`src/rtl/sync_fifo_param_pkg.sv`:
```
// ---------------------------------------------------------------------------
// sync_fifo_param_pkg
//   Shared definitions for the clk_master write-buffer FIFO:
//   - fifo_mode_e : read-mode selector (standard registered read / FWFT)
//   - CLOG2       : ceiling log2, used to size pointers and the count port
// ---------------------------------------------------------------------------
package sync_fifo_param_pkg;

    typedef enum logic {
        FIFO_STD  = 1'b0,
        FIFO_FWFT = 1'b1
    } fifo_mode_e;

    function automatic int unsigned CLOG2(input int unsigned value);
        int unsigned v;
        int unsigned res;
        res = 0;
        v   = value - 1;
        while (v > 0) begin
            res = res + 1;
            v   = v >> 1;
        end
        return res;
    endfunction

endpackage

```
`src/rtl/sync_fifo_param_ram.sv`:
```
// ---------------------------------------------------------------------------
// fifo_ram
//   DEPTH x DATA_W storage for sync_fifo_param. Synchronous write,
//   asynchronous (combinational) read. Contents are not reset.
// Ports
//   clk_master : write clock
//   wr_en      : write strobe (already qualified by the FIFO accept logic)
//   wr_addr    : write address
//   wr_data    : write data
//   rd_addr    : read address
//   rd_data    : combinational read data at rd_addr
// ---------------------------------------------------------------------------
module fifo_ram
    import sync_fifo_param_pkg::*;
#(
    parameter  int DATA_W = 8,
    parameter  int DEPTH  = 16,
    localparam int AW     = CLOG2(DEPTH)
) (
    input  logic              clk_master,
    input  logic              wr_en,
    input  logic [AW-1:0]     wr_addr,
    input  logic [DATA_W-1:0] wr_data,
    input  logic [AW-1:0]     rd_addr,
    output logic [DATA_W-1:0] rd_data
);

    logic [DATA_W-1:0] r_mem [DEPTH];

    always_ff @(posedge clk_master) begin
        if (wr_en) begin
            r_mem[wr_addr] <= wr_data;
        end
    end

    assign rd_data = r_mem[rd_addr];

endmodule

```
`src/rtl/sync_fifo_param.sv`:
```
// ---------------------------------------------------------------------------
// sync_fifo_param
//   Single-clock FIFO buffering master write traffic ahead of the
//   master/memory CDC FIFO. Registered full/empty/almost flags derived from
//   the next occupancy, sticky overflow/underflow, and a choice of
//   registered-read (FWFT=0) or first-word-fall-through (FWFT=1) output.
// Ports
//   clk_master   : clock, all state on rising edge
//   reset        : asynchronous, active-high reset
//   wr_en        : write request
//   wr_data      : write data
//   rd_en        : read request (FWFT: pop current head)
//   rd_data      : read data
//   full         : count == DEPTH
//   empty        : count == 0
//   almost_full  : count >= AF_THRESH
//   almost_empty : count <= AE_THRESH
//   count        : occupancy (AW+1 bits)
//   overflow     : sticky, a write was rejected
//   underflow    : sticky, a read was rejected
//   clr_err      : clears overflow/underflow (a same-cycle new error wins)
// ---------------------------------------------------------------------------
module sync_fifo_param
    import sync_fifo_param_pkg::*;
#(
    parameter  int DATA_W    = 8,
    parameter  int DEPTH     = 16,
    parameter  int AF_THRESH = DEPTH - 2,
    parameter  int AE_THRESH = 2,
    parameter  int FWFT      = 0,
    localparam int AW        = CLOG2(DEPTH)
) (
    input  logic              clk_master,
    input  logic              reset,
    input  logic              wr_en,
    input  logic [DATA_W-1:0] wr_data,
    input  logic              rd_en,
    output logic [DATA_W-1:0] rd_data,
    output logic              full,
    output logic              empty,
    output logic              almost_full,
    output logic              almost_empty,
    output logic [AW:0]       count,
    output logic              overflow,
    output logic              underflow,
    input  logic              clr_err
);

    logic [AW-1:0]     r_wr_ptr;
    logic [AW-1:0]     r_rd_ptr;
    logic [AW:0]       r_count;
    logic              r_full;
    logic              r_empty;
    logic              r_almost_full;
    logic              r_almost_empty;
    logic              r_overflow;
    logic              r_underflow;

    logic              w_rd_acc;
    logic              w_wr_acc;
    logic [AW:0]       w_count_nxt;
    logic [DATA_W-1:0] w_ram_rd;

    // A write into a full FIFO is only taken when a read frees a slot in
    // the same cycle; a read of an empty FIFO is always rejected, even if a
    // write lands in that same cycle.
    assign w_rd_acc = rd_en & ~r_empty;
    assign w_wr_acc = wr_en & (~r_full | w_rd_acc);

    always_comb begin
        w_count_nxt = r_count;
        case ({w_wr_acc, w_rd_acc})
            2'b10:   w_count_nxt = r_count + (AW+1)'(1);
            2'b01:   w_count_nxt = r_count - (AW+1)'(1);
            default: w_count_nxt = r_count;
        endcase
    end

    // Flags are registered from the next count so they move on the same
    // edge as count itself.
    always_ff @(posedge clk_master or posedge reset) begin
        if (reset) begin
            r_wr_ptr       <= '0;
            r_rd_ptr       <= '0;
            r_count        <= '0;
            r_full         <= 1'b0;
            r_empty        <= 1'b1;
            r_almost_full  <= 1'b0;
            r_almost_empty <= 1'b1;
        end else begin
            if (w_wr_acc) begin
                r_wr_ptr <= r_wr_ptr + AW'(1);
            end
            if (w_rd_acc) begin
                r_rd_ptr <= r_rd_ptr + AW'(1);
            end
            r_count        <= w_count_nxt;
            r_full         <= (w_count_nxt == (AW+1)'(DEPTH));
            r_empty        <= (w_count_nxt == '0);
            r_almost_full  <= (w_count_nxt >= (AW+1)'(AF_THRESH));
            r_almost_empty <= (w_count_nxt <= (AW+1)'(AE_THRESH));
        end
    end

    always_ff @(posedge clk_master or posedge reset) begin
        if (reset) begin
            r_overflow  <= 1'b0;
            r_underflow <= 1'b0;
        end else begin
            if (wr_en & ~w_wr_acc) begin
                r_overflow <= 1'b1;
            end else if (clr_err) begin
                r_overflow <= 1'b0;
            end
            if (rd_en & ~w_rd_acc) begin
                r_underflow <= 1'b1;
            end else if (clr_err) begin
                r_underflow <= 1'b0;
            end
        end
    end

    fifo_ram #(
        .DATA_W (DATA_W),
        .DEPTH  (DEPTH)
    ) u_ram (
        .clk_master (clk_master),
        .wr_en      (w_wr_acc),
        .wr_addr    (r_wr_ptr),
        .wr_data    (wr_data),
        .rd_addr    (r_rd_ptr),
        .rd_data    (w_ram_rd)
    );

    generate
        if (FWFT == int'(FIFO_FWFT)) begin : g_fwft
            // Head of queue is always presented; valid whenever not empty.
            assign rd_data = w_ram_rd;
        end else begin : g_std
            logic [DATA_W-1:0] r_rd_data;

            always_ff @(posedge clk_master or posedge reset) begin
                if (reset) begin
                    r_rd_data <= '0;
                end else if (w_rd_acc) begin
                    r_rd_data <= w_ram_rd;
                end
            end

            assign rd_data = r_rd_data;
        end
    endgenerate

    assign full         = r_full;
    assign empty        = r_empty;
    assign almost_full  = r_almost_full;
    assign almost_empty = r_almost_empty;
    assign count        = r_count;
    assign overflow     = r_overflow;
    assign underflow    = r_underflow;

endmodule

```
`config.mk`:
```
export PLATFORM = sky130hd
export DESIGN_NAME = sync_fifo_param
export DESIGN_NICKNAME = d
export VERILOG_FILES = /design/src/rtl/sync_fifo_param_pkg.sv /design/src/rtl/sync_fifo_param_ram.sv /design/src/rtl/sync_fifo_param.sv
export SDC_FILE = /design/constraint.sdc
export NUM_CORES = 1
export LEC_CHECK = 0
export CAP_MARGIN = 0
export CORE_UTILIZATION = 41
export CTS_CLUSTER_DIAMETER = 30
export CTS_CLUSTER_SIZE = 28
export DETAILED_ROUTE_END_ITERATION = 12
export SYNTH_ARGS = -nofsm -noshare
export SYNTH_HDL_FRONTEND = slang
export SYNTH_SLANG_ARGS = --single-unit
```
`constraint.sdc`:
```
create_clock -name clk_master -period 7.1 [get_ports clk_master]
set_input_delay 1.42 -clock clk_master [delete_from_list [all_inputs] [get_ports clk_master]]
set_output_delay 1.42 -clock clk_master [all_outputs]
set_load 0.1 [all_outputs]
```
Word-level counts from Yosys, hierarchy flattened
Memory sizes are Yosys's and may differ from the RTL's. A register that Yosys moved wholly into a read port is not among the register bits.
Index checks and enable logic that the tools add are counted.
{"block": "word_totals", "ff_bits": 19, "mem_bits_rw": 128, "out_inout_bits": 19, "word_cells": 37, "memories": 1}
{"name": "u_ram.r_mem", "depth": 16, "width": 8, "read_ports": 1, "rd_clocked_by_memory_dff": 1, "write_ports": 1, "line_no": "sync_fifo_param_ram.sv:28", "text": "logic [DATA_W-1:0] r_mem [DEPTH];"}
{"block": "op_classes", "add_sub_neg": 4, "order_cmp": 2, "n_eq_ne": 3, "n_mux": 6, "bitwise": 9, "n_reduce_logical": 3}
{"cell": "5-bit case mux with 2 select lines", "n": 1}
{"cell": "4-bit by 1-bit adder with 4-bit output (second input constant)", "n": 2}
{"cell": "5-bit by 1-bit adder with 5-bit output (second input constant)", "n": 1}
{"cell": "5-bit equality test (second input constant)", "n": 1}
{"cell": "5-bit by 4-bit >= comparator with 1-bit output (second input constant)", "n": 1}
{"cell": "5-bit by 2-bit less-or-equal comparator with 1-bit output (second input constant)", "n": 1}
{"cell": "5-bit zero test", "n": 1}
{"cell": "1-bit 2-to-1 mux", "n": 5}
{"cell": "5-bit by 1-bit subtractor with 5-bit output (second input constant)", "n": 1}
{"cell": "1-bit bitwise AND", "n": 4}
{"cell": "1-bit inverter", "n": 4}
{"cell": "2-bit nonzero test", "n": 2}
{"cell": "2-bit by 1-bit equality test with 1-bit output (second input constant)", "n": 1}
{"cell": "2-bit equality test (second input constant)", "n": 1}
{"cell": "1-bit bitwise OR", "n": 1}

Longest topological paths before layout
{"block": "depth", "word_depth": 7, "depth_mapped": 11, "ltp_nobuf": 11}

Hierarchy
From an unflattened synthesis, not the netlist that was laid out.
{"block": "hier_totals", "hier_cells": 345, "hier_area_um2": 6256.0}
{"mod": "fifo_ram", "n_inst": 1, "cells_per_inst": 221, "area_per_inst_um2": 4987.3}
{"mod": "sync_fifo_param", "n_inst": 1, "cells_per_inst": 124, "area_per_inst_um2": 1268.7}

Worst setup path before layout
No wires, ideal clock.
{"block": "synth_path", "path_kind": "in2reg", "startpoint": "in rd_en", "endpoint": "reg r_almost_empty (netlist: almost_empty)", "setup_ps": 89, "arrival_time_ps": 3572, "slack_ps": 3438, "cell_stages": 11, "path_buffers": 0, "path_cell_list": "nand2b_1 > a21boi_2 > inv_1 > ha_1 > xor2_1 > ha_1 > nor3b_1 > o32ai_1 > xnor2_1 > nand3_1 > a211oi_1"}
{"block": "synth_via", "elab_chain_len": 6}
{"element": "start: declaration", "line_no": "sync_fifo_param.sv:37", "text": "input logic rd_en,"}
{"element": "1-bit bitwise AND *", "line_no": "sync_fifo_param.sv:67", "text": "assign w_rd_acc = rd_en & ~r_empty;"}
{"element": "1-bit bitwise OR", "line_no": "sync_fifo_param.sv:68", "text": "assign w_wr_acc = wr_en & (~r_full | w_rd_acc);"}
{"element": "1-bit bitwise AND", "line_no": "sync_fifo_param.sv:68"}
{"element": "2-bit by 1-bit equality test with 1-bit output / 2-bit equality test (equally long branches)", "line_no": "sync_fifo_param.sv:72", "text": "case ({w_wr_acc, w_rd_acc})"}
{"element": "5-bit case mux with 2 select lines *", "line_no": "sync_fifo_param.sv:72"}
{"element": "5-bit by 2-bit less-or-equal comparator with 1-bit output *", "line_no": "sync_fifo_param.sv:101", "text": "r_almost_empty <= (w_count_nxt <= (AW+1)'(AE_THRESH));"}
{"element": "end signal: assignment", "line_no": "sync_fifo_param.sv:101"}
{"element": "end: declaration", "line_no": "sync_fifo_param.sv:55", "text": "logic r_almost_empty;"}
Every way passes the cells marked *; elsewhere a longest branch is shown, timed or not.
A chain may end at the register's enable or synchronous reset.

Final worst setup path
Ends and elaborated chain as after synthesis.

==> results.sh <==
export IMPL_status="complete, no violations"
export IMPL_ios=32
export IMPL_slew_headroom=0.329
export IMPL_nets=427
export IMPL_wirelength_mm=12.0
export IMPL_worstPathArrival_ns=4.35
export IMPL_place_hpwl_mm=7.41
export IMPL_drv_slew=0
export IMPL_cts_max_level=4
export IMPL_async_flop_share=0.174
export IMPL_synth_cell_type_count=44
export IMPL_synthCells=374
export IMPL_routed_via_density=5.35
export IMPL_cts_buffers_inserted=17
export IMPL_ys_top_cells_by_area="edfxtp_1, dfrtp_1, mux4_2, mux4_1, mux2i_1"
export IMPL_grt_overflow_total=0
export IMPL_p_leak_nw=2.54
export IMPL_seq_area_frac_synth=0.710
export IMPL_cts_hold_repair_buffers=0
export IMPL_path_max_fanout=21
export IMPL_hold_viol=0
export IMPL_cts_buffer_depth=2
export IMPL_coreArea_um2=15200
export IMPL_clk_pin_slew_ns=0.06
export IMPL_hp_class="reg2reg"
export IMPL_tritoncts="built"
export IMPL_ys_warnings_count=0
export IMPL_max_freq_mhz=249
export IMPL_gp_congestion=0.734
export IMPL_drtIter0Drc=119
export IMPL_syn_to_final_growth_pct=16.5
export IMPL_irDropWorstVdd_v=0.000207
export IMPL_dieArea_um2=16000
export IMPL_die_y_um=127
export IMPL_tightest_slew_ns=1.01
export IMPL_final_util=0.488
export IMPL_cts_sinks=155
export IMPL_drt_pass1_iterations=4
export IMPL_power_density_nw_per_um2=457
export IMPL_setup_viol=0
export IMPL_grt_max_degree=40
export IMPL_criticalPathCategory="in2reg"
export IMPL_cts_setup_buffers=0
export IMPL_drive_gt1_frac=0.138
export IMPL_post_route_min_period_ns=4.02
export IMPL_netlist_area_leader_share=0.603
export IMPL_synth_edff_count=128
export IMPL_drcViolationCount=0
export IMPL_fin_setup_tns_ns=0
export IMPL_start_util=0.419
export IMPL_fin_crit_sh=0.566
export IMPL_rows=45
export IMPL_rsz0062_at_grt="false"
export IMPL_antenna_cells=0
export IMPL_grt_antenna_before_repair=0
export IMPL_synth_main_ff_cell="edfxtp_1"
export IMPL_fp_dieW_um=127
export IMPL_grt_pass1_vias=3310
export IMPL_port_buffers=31
export IMPL_cts_root_buffer="clkbuf_16"
export IMPL_syn_area_per_cell_um2=17.0
export IMPL_syn_area_um2=6370
export IMPL_cap_violations=0
export IMPL_endpoint_kind="flip-flop"
export IMPL_antenna_left=0
export IMPL_syn_nets=395
export IMPL_cp_required_ns=7.43
export IMPL_clkLatencyLatePin_ns=0.42
export IMPL_skew_ns=0.00645
export IMPL_setup_worst_path_start_class="input pin"
export IMPL_wire_per_inst_um=19.8
export IMPL_final_common_cell="edfxtp_1"
export IMPL_finalWorstSetupSlack_ns=3.08
export IMPL_grt_pass1_wl_mm=18.9
export IMPL_grt_use_total=0.165
export IMPL_synth_top_area_cell="edfxtp_1"
export IMPL_place_ws_ns=2.65
export IMPL_synth_seq_cells=155
export IMPL_vias=3246
export IMPL_ctsResizeCount=0
export IMPL_final_cell_mix="edfxtp_1, clkdlybuf4s50_1, nor2_1, dfrtp_1, a21oi_1"
-- per-stage QoR --
stage	cells	hold WS (ns)	total power [mW]	instance area, um^2
after CTS	607	0.536	3.42	7420
after global routing	607	0.574	3.56	7420
after global placement	575	0.513	2.49	6820
final	607	0.532	3.39	7420
after detailed placement	575	0.526	2.51	6820
after floorplan	374	0.574	2.22	6370
-- logic make-up (layout without fill, tap and decap cells) --
logic type	Yosys count	after routing	synth area share
buffers and inverters	32	77	0.0277
xor gates and xnor gates	11	11	0.0151
DFF	155	155	0.710
and+or+nand+nor	79	79	0.0625
muxes	44	44	0.124
AOI/OAI and AO/OA	45	45	0.0458
adders and majority gates	8	8	0.0157
-- Yosys cell counts (2+ instances only) --
cell type	instances
a2111oi_0	9
a21oi_1	19
a31oi_1	4
buf_1	2
buf_2	8
buf_4	4
buf_6	2
clkbuf_1	4
dfrtp_1	25
dfstp_2	2
edfxtp_1	128
ha_1	8
inv_1	10
mux2_2	4
mux2i_1	16
mux4_1	11
mux4_2	13
nand2_1	14
nand2b_1	5
nand3_1	4
nand4_1	2
nor2_1	25
nor2b_1	16
nor3_1	5
nor3b_1	2
o21ai_0	5
xnor2_1	8
xor2_1	3
-- state kept, by name (all words and copies together) (netlist names) --
name          cells
almost_full       1
underflow         1
count             5
overflow          1
rd_data           8
u_ram.r_mem     128
empty             1
r_wr_ptr          4
full              1
r_rd_ptr          4
almost_empty      1
-- worst paths after layout --
check                                to  startpoint  cells after the start  slack [ns]
setup reg to reg           almost_empty       empty                     10        4.02
max in group asynchronous   r_rd_ptr[2]       reset                      2        4.95
hold reg to reg                overflow    overflow                      2        0.53
setup / recovery           almost_empty       rd_en                     11        3.08
hold / removal                 overflow    overflow                      2        0.53
min in group asynchronous          full       reset                      2        1.54
-- area by class of cell --
type / instances / area (um^2)
Clock buffer: 18 / 429
Clock inverter: 14 / 169
Fill cell: 1306 / 7780
Inverter: 11 / 41.3
Multi-Input combinational cell: 187 / 1690
Sequential cell: 155 / 4520
Tap cell: 188 / 235
Timing Repair Buffer: 34 / 333
-- power breakdown --
| group | internal (mW) | switching [mW] | total [mW] |
|---|---|---|---|
| logic | 0.414 | 0.817 | 1.23 |
| registers | 1.14 | 0.107 | 1.25 |
| clock network | 0.555 | 0.361 | 0.915 |
| total | 2.11 | 1.28 | 3.39 |
-- layer usage --
layer  GRT usage  vias to the layer above  part of all wire
li1            -                     1510                 -
met1       0.225                     1661              0.46
met2       0.255                       60              0.48
met3      0.0464                       15             0.042
met4      0.0609                        0             0.013
met5           0                        -                 0
-- critical path, stage by stage --
cell and delay, ns:
clkdlybuf4s50_1 0.47, nand2b_1 0.15, inv_1 0.48, ha_1 0.41
xor2_1 0.11, ha_1 0.22, nor3b_1 0.14, o32ai_1 0.32
xnor2_1 0.21, nand3_1 0.15, a211oi_1 0.25
Power figures use the tool's default switching activity.
